===== src/rtl/memory_types_pkg.sv =====
// Shared types for the cache-to-memory arbiter: RAM status codes, arbiter
// states, grant identities and the default word width.
package memory_types_pkg;

    localparam int WORD_W = 32;

    typedef enum logic [1:0] {
        FREE   = 2'd0,
        BUSY   = 2'd1,
        ACCESS = 2'd2,
        ERROR  = 2'd3
    } ramstate_t;

    typedef enum logic [1:0] {
        IDLE,
        DGRANT,
        IGRANT
    } arb_state_t;

    typedef enum logic {
        INSTR,
        DATA
    } grant_t;

endpackage


===== src/rtl/memory_arbiter.sv =====
// Serialises icache fetches and dcache reads/writes onto one single-port RAM,
// alternating grants on contention and returning wait/load handshakes.
module memory_arbiter
    import memory_types_pkg::*;
#(
    parameter int WORD_W = memory_types_pkg::WORD_W
) (
    input  logic              CLK,
    input  logic              nRST,
    input  logic              iREN,
    input  logic [WORD_W-1:0] iaddr,
    output logic              iwait,
    output logic [WORD_W-1:0] iload,
    input  logic              dREN,
    input  logic              dWEN,
    input  logic [WORD_W-1:0] daddr,
    input  logic [WORD_W-1:0] dstore,
    output logic              dwait,
    output logic [WORD_W-1:0] dload,
    output logic              ramREN,
    output logic              ramWEN,
    output logic [WORD_W-1:0] ramaddr,
    output logic [WORD_W-1:0] ramstore,
    input  logic [WORD_W-1:0] ramload,
    input  logic [1:0]        ramstate
);

    arb_state_t state_q, state_d;
    grant_t     last_grant_q, last_grant_d;

    logic       d_req;
    logic       i_req;
    logic       ram_access;

    assign d_req      = dREN | dWEN;
    assign i_req      = iREN;
    assign ram_access = (ramstate_t'(ramstate) == ACCESS);

    // Read data is passed straight through; it only means something in the
    // requester's completion cycle.
    assign iload = ramload;
    assign dload = ramload;

    always_ff @(posedge CLK or negedge nRST) begin
        if (!nRST) begin
            state_q      <= IDLE;
            last_grant_q <= INSTR;
        end else begin
            state_q      <= state_d;
            last_grant_q <= last_grant_d;
        end
    end

    always_comb begin
        state_d      = state_q;
        last_grant_d = last_grant_q;
        iwait        = 1'b1;
        dwait        = 1'b1;
        ramREN       = 1'b0;
        ramWEN       = 1'b0;
        ramaddr      = '0;
        ramstore     = '0;

        case (state_q)
            IDLE: begin
                // On a tie the side that was not served last goes next.
                if (d_req && i_req) begin
                    state_d = (last_grant_q == INSTR) ? DGRANT : IGRANT;
                end else if (d_req) begin
                    state_d = DGRANT;
                end else if (i_req) begin
                    state_d = IGRANT;
                end
            end

            DGRANT: begin
                ramaddr  = daddr;
                ramstore = dstore;
                ramWEN   = dWEN;
                ramREN   = dREN & ~dWEN;
                // A dropped request aborts without completing or touching last_grant.
                if (!d_req) begin
                    state_d = IDLE;
                end else if (ram_access) begin
                    dwait        = 1'b0;
                    last_grant_d = DATA;
                    state_d      = IDLE;
                end
            end

            IGRANT: begin
                ramaddr = iaddr;
                ramREN  = iREN;
                if (!i_req) begin
                    state_d = IDLE;
                end else if (ram_access) begin
                    iwait        = 1'b0;
                    last_grant_d = INSTR;
                    state_d      = IDLE;
                end
            end

            default: begin
                state_d = IDLE;
            end
        endcase
    end

endmodule


===== config.mk =====
export PLATFORM = sky130hd
export DESIGN_NAME = memory_arbiter
export DESIGN_NICKNAME = d
export VERILOG_FILES = /design/src/rtl/memory_types_pkg.sv /design/src/rtl/memory_arbiter.sv
export SDC_FILE = /design/constraint.sdc
export NUM_CORES = 1
export LEC_CHECK = 0
export CAP_MARGIN = 10
export CORE_AREA = 2 2 104 106
export DETAILED_ROUTE_END_ITERATION = 10
export DIE_AREA = 0 0 106 108
export PLACE_DENSITY = 0.61
export SLEW_MARGIN = 10
export SYNTH_ARGS = -nofsm -noshare
export SYNTH_HDL_FRONTEND = slang
export SYNTH_SLANG_ARGS = --single-unit

===== constraint.sdc =====
create_clock -name CLK -period 1.75 [get_ports CLK]
set_input_delay 0.2625 -clock CLK [delete_from_list [all_inputs] [get_ports CLK]]
set_output_delay 0.2625 -clock CLK [all_outputs]
set_load 0.03 [all_outputs]

==> flow_summary.ini, run 1 <==
[status]
violations = setup timing
status = finished, violations left

[yosys]
synth_area_leaders = buf_4, a22oi_1, and2_1, nor2b_1, dfrtp_1
yosysWarnings = 0
synth_nets = 348
ys_seq_area_share_pct = 5.07
synth_top_area_share_pct = 32.9
ys_ff_latch = 3
yosys.cell_types.count = 25
syn_inst = 209
syn_area_um2 = 1480
avgSynthCellArea_um2 = 7.09
synth_largest_area_cell = buf_4

[floorplanning]
die-height_um = 108
die_area_um2 = 11400
core-area_um2 = 10200
die_w_um = 106
row_count = 37
ios = 267
start_util_pct = 14.5

[power]
swShare_pct = 43.4
internal_power_mw = 3.24
powerDensity_nw_per_um2 = 1460
p_leak_nw = 1.57
peakVddDrop_mv = 0.571
power_frac_clock_pct = 3.5
p_seq_share_pct = 2.0
p_sw_mw = 2.48
pwr-share-comb_pct = 94.5

[route]
drc = 0
wl_um = 8270
viasPerCell = 4.11
wire_per_inst_um = 17.2
drt_iter0_markers = 59
antenna_left = 0
via_count = 1972
dr.pass1.iters = 4

[worst_setup_path]
start_kind = flip-flop
cp_common_cell = buf_4
critPathArrivalTime_ns = 1.62
crit_chain = inv_2, buf_6, ha_4, and2_1, buf_4, o21a_1, buf_4
path_class = flip-flop to primary output
worstPathRequired_ns = 1.49
worst_path_max_delay_cell = dfrtp_1
cp_max_fo = 6
slowest_delay_ns = 0.36
endpoint_kind = primary output

[final_layout]
regArea_um2 = 75.1
multi_input_area_um2 = 1260
final.fill_count = 1021
drive_gt1_share_pct = 57.6
antenna_cells = 0
final_cell_mix = clkdlybuf4s50_1, buf_6, a22oi_2
final_cells = 480
area_growth_pct = 165
nets = 484
final_common_cell = clkdlybuf4s50_1

[sta]
timing.final.max_slew_violations = 0
worstMarginPinSlew_ns = 0.367
finalSetupViolCount = 56
fmax_mhz = 533
period_share_pct = 107
rsz0062_at_grt = yes
clock_skew_ns = 0.00326
report.final.hold_viol_count = 0
worst_slack_ns = -0.128
slew_headroom_pct = 75.2
period_needed_ns = 1.88

[grt]
grt_pass1_vias = 2075
track_usage_pct = 12.2
antenna_found_initial = 0
overflow = 0
grt_max_degree = 24
grt_pass1_wl_um = 10900

[clock_network]
htree_levels = 1
clk_pin_slew_worst_paths_ns = 0.03
holdBufCountCts = 0
clock_path_buffers = 2
tritoncts = built
cts_root_buffer = clkbuf_8
cts_buffers = 3
cts_sinks = 3
clk-insertion-delay-late_ns = 0.22

[placed_design]
dpl.hpwl_um = 4900
gp_congestion = 0.782
io_buffer_count = 170
place_ws_ns = -0.149
placedCellCount = 453

[hold_path]
hp-class = primary input to async pin

[run]
cap_violations = 0
-- cells in the mapped netlist --
master     number
a21oi_1         1
o21a_2          1
nand2b_1        1
nor3b_1         1
and2_1         34
nand3_1         1
o2111ai_1       2
dfrtp_1         3
o211ai_1        2
nor2b_1        34
clkbuf_1        4
inv_1           3
nor2_1          1
ha_1            4
or2_1           1
nor4b_1         1
buf_2           6
nand2_1         5
inv_2           1
buf_4          65
a32oi_1         1
o21a_1          1
clkbuf_2        3
a22oi_1        32
o2bb2ai_1       1
-- area by class of cell --
type                            count  share of cell area [%]
Timing Repair Buffer              209                    60.2
Multi-Input combinational cell    124                    32.0
Tap cell                          136                    4.34
Sequential cell                     3                    1.91
Clock buffer                        4                    1.15
Inverter                            4                   0.383
-- power by group through the flow --
stage / combinational (mW) / sequential [mW] / clock [mW]
3_5_place_dp: 3.09 / 0.113 / 0
2_1_floorplan: 2.06 / 0.114 / 0
6_report: 5.41 / 0.112 / 0.202
3_3_place_gp: 3.07 / 0.112 / 0
5_1_grt: 5.71 / 0.115 / 0.211
4_1_cts: 4.70 / 0.108 / 0.207
-- worst max-delay path: cells and delay by family, from the launching register on --
family                     cells  cell delay (ns)
AOI/OAI and AO/OA              1             0.17
adders and majority gates      1             0.21
buffers and inverters          4             0.47
DFF                            1             0.36
and+or+nand+nor                1             0.17
-- sequential cells by signal, indices dropped and copies added, names as in the netlist --
signal	cells
state_q	2
last_grant_q	1
-- what timing repair did --
action | CTS | global route
setup buffers | 10 | 3
cloned | 8 | 5
pin swaps | 11 | 7
endpoints found under the setup margin | 65 | 65
gates resized for setup | 87 | 92
-- kinds of logic (layout without fill, tap and decap cells) --
logic type / count (synthesis) / in the layout / synth area share [%]
AOI/OAI and AO/OA: 41 / 41 / 21.0
buffers and inverters: 82 / 217 / 38.0
DFF: 3 / 3 / 5.07
and+or+nand+nor: 79 / 79 / 32.5
adders and majority gates: 4 / 4 / 3.38
-- worst paths after layout --
kind | cells after the start | slack [ns] | to | startpoint
setup / recovery | 7 | -0.13 | ramREN | state_q[0]$_DFFE_PN0P_
hold / removal | 1 | 0.24 | last_grant_q$_DFFE_PN0P_ | nRST
setup reg to reg | 7 | 0.26 | state_q[1]$_DFFE_PN0P_ | state_q[0]$_DFFE_PN0P_
hold reg to reg | 1 | 0.55 | last_grant_q$_DFFE_PN0P_ | last_grant_q$_DFFE_PN0P_
max in group asynchronous | 1 | 1.35 | state_q[1]$_DFFE_PN0P_ | nRST
min in group CLK | 0 | 0.53 | iload[1] | ramload[1]
-- layer usage --
| metal | global-route usage, % | share of wire, % |
|---|---|---|
| met1 | 12.7 | 34 |
| met2 | 24.3 | 56 |
| met3 | 1.57 | 7.0 |
| met4 | 5.55 | 3.1 |
| met5 | 0 | 0 |
-- per-stage QoR --
step	hold WS [ns]	setup TNS (ns)	util [%]	area, um^2	power, mW
floorplan	-0.0331	0	-	1480	2.18
global placement	0.466	-0.252	27.5	2810	3.18
detailed placement	0.470	-0.290	27.5	2810	3.20
CTS	0.242	-7.77	34.6	3540	5.01
global route	0.242	-8.64	38.3	3920	6.04
finish	0.242	-5.40	38.3	3920	5.73
(Power assumes the default switching activity.)
==> run 2: changes to the inputs <==
--- a/config.mk
+++ b/config.mk
@@ -7,6 +7,7 @@
 export LEC_CHECK = 0
 export CAP_MARGIN = 10
 export CORE_AREA = 2 2 104 106
+export CTS_BUF_LIST = sky130_fd_sc_hd__clkbuf_8
 export DETAILED_ROUTE_END_ITERATION = 10
 export DIE_AREA = 0 0 106 108
 export PLACE_DENSITY = 0.61
==> flow_summary.ini, run 2 (synthesis results as in run 1) <==
[sta]
fmax_mhz = 533
report.final.hold_viol_count = 0
slew_headroom_pct = 75.2
finalSetupViolCount = 56
period_share_pct = 107
rsz0062_at_grt = yes
clock_skew_ns = 0.00273
worst_slack_ns = -0.128
worstMarginPinSlew_ns = 0.367
period_needed_ns = 1.88
timing.final.max_slew_violations = 0

[worst_setup_path]
reg2reg_setup_slack_ns = 0.26
cp_max_fo = 6
endpoint_kind = primary output
start_kind = flip-flop
path_class = flip-flop to primary output
critPathArrivalTime_ns = 1.62
reg2reg_to = state_q[1]$_DFFE_PN0P_
worstPathRequired_ns = 1.49
r2r_start = state_q[0]$_DFFE_PN0P_
r2r.worst_path.cells = 7

[placed_design]
gp_congestion = 0.782
io_buffer_count = 170
placedCellCount = 453
place_ws_ns = -0.149
dpl.hpwl_um = 4900

[floorplanning]
core-area_um2 = 10200
start_util_pct = 14.5
die_area_um2 = 11400
die_w_um = 106
ios = 267
die-height_um = 108
row_count = 37

[final_layout]
largest_reg_flops = 2
final_util_pct = 38.3
final_cell_mix = clkdlybuf4s50_1, buf_6, a22oi_2
antenna_cells = 0
final.fill_count = 1021
regArea_um2 = 75.1
final_cells = 480
top_register = state_q
nets = 484
multi_input_area_um2 = 1260
drive_gt1_share_pct = 57.6
final_common_cell = clkdlybuf4s50_1
area_growth_pct = 165
top_regs = state_q (2), last_grant_q (1)

[grt]
track_usage_pct = 12.2
grt_pass1_wl_um = 10900
grt_pass1_vias = 2075
antenna_found_initial = 0
grt_max_degree = 24
overflow = 0

[clock_network]
clk_pin_slew_worst_paths_ns = 0.03
cts_buffers = 3
htree_levels = 1
clock_path_buffers = 2
cts_sinks = 3
tritoncts = built
holdBufCountCts = 0
clk-insertion-delay-late_ns = 0.22
cts_root_buffer = clkbuf_8

[hold_path]
hp-class = primary input to async pin

[route]
via_count = 1972
drt_iter0_markers = 58
drc = 0
antenna_left = 0
wl_um = 8270
wire_per_inst_um = 17.2
dr.pass1.iters = 4
viasPerCell = 4.11

[power]
peakVddDrop_mv = 0.571
powerDensity_nw_per_um2 = 1460
p_leak_nw = 1.57

[status]
status = finished, violations left
violations = setup timing

[run]
cap_violations = 0
-- run 2: cell types whose count changed in the layout (fill, tap and decap cells not counted), sizes merged --
cell and change:
clkbuf -1, inv +1
-- run 2: stage by stage --
| stage | cell area [um^2] | power (mW) | setup TNS, ns | hold WS, ns |
|---|---|---|---|---|
| after global placement | 2810 | 3.18 | -0.252 | 0.466 |
| after global routing | 3920 | 6.03 | -8.66 | 0.242 |
| after detailed placement | 2810 | 3.20 | -0.290 | 0.470 |
| final | 3920 | 5.72 | -5.41 | 0.242 |
| after CTS | 3540 | 5.01 | -7.77 | 0.242 |
| after floorplan | 1480 | 2.18 | 0 | -0.0331 |
-- run 2: worst max path at each step --
| stage | start | end | slack [ns] | cells after the start |
|---|---|---|---|---|
| floorplan | state_q[0]$_DFFE_PN0P_ | ramaddr[0] | 0.009 | 4 |
| global placement | dWEN | dwait | -0.13 | 4 |
| detailed placement | dWEN | dwait | -0.15 | 4 |
| CTS | state_q[0]$_DFFE_PN0P_ | ramaddr[27] | -0.19 | 7 |
| global route | state_q[0]$_DFFE_PN0P_ | ramaddr[16] | -0.19 | 8 |
| finish | state_q[0]$_DFFE_PN0P_ | ramREN | -0.13 | 7 |
-- run 2: per-layer routing --
layer	GRT usage, %	vias to the layer above	share of wire (%)
met5	0	-	0
met4	5.55	0	3.1
met3	1.57	32	7.0
met2	24.3	118	56
met1	12.7	911	34
li1	-	911	-
-- run 2: layout make-up --
class                   instances  share of cell area [%]
clock buffers                   3                    1.05
well taps                     136                    4.34
repair buffers                209                    60.2
inverters                       4                   0.383
clock inverters                 1                  0.0957
flip-flops and latches          3                    1.91
multi-input cells             124                    32.0
-- run 2: worst max-delay path, cell delays in order, from the launching register on --
cell     delay [ns]
dfrtp_1        0.36
inv_2          0.06
buf_6          0.11
ha_4           0.21
and2_1         0.17
buf_4          0.14
o21a_1         0.17
buf_4          0.16
-- run 2: what timing repair did --
item / 4_1_cts / 5_1_grt
cloned: 8 / 5
gates resized for setup: 87 / 92
setup buffers: 10 / 3
pin swaps: 11 / 7
endpoints found under the setup margin: 65 / 65
-- run 2: power breakdown --
| group | internal [mW] | leakage, nW | switching (mW) | total (mW) |
|---|---|---|---|---|
| sequential | 0.0918 | 0.0346 | 0.0201 | 0.112 |
| combinational | 2.99 | 1.51 | 2.42 | 5.41 |
| clock | 0.149 | 0.0269 | 0.0472 | 0.197 |
| total | 3.24 | 1.57 | 2.48 | 5.72 |
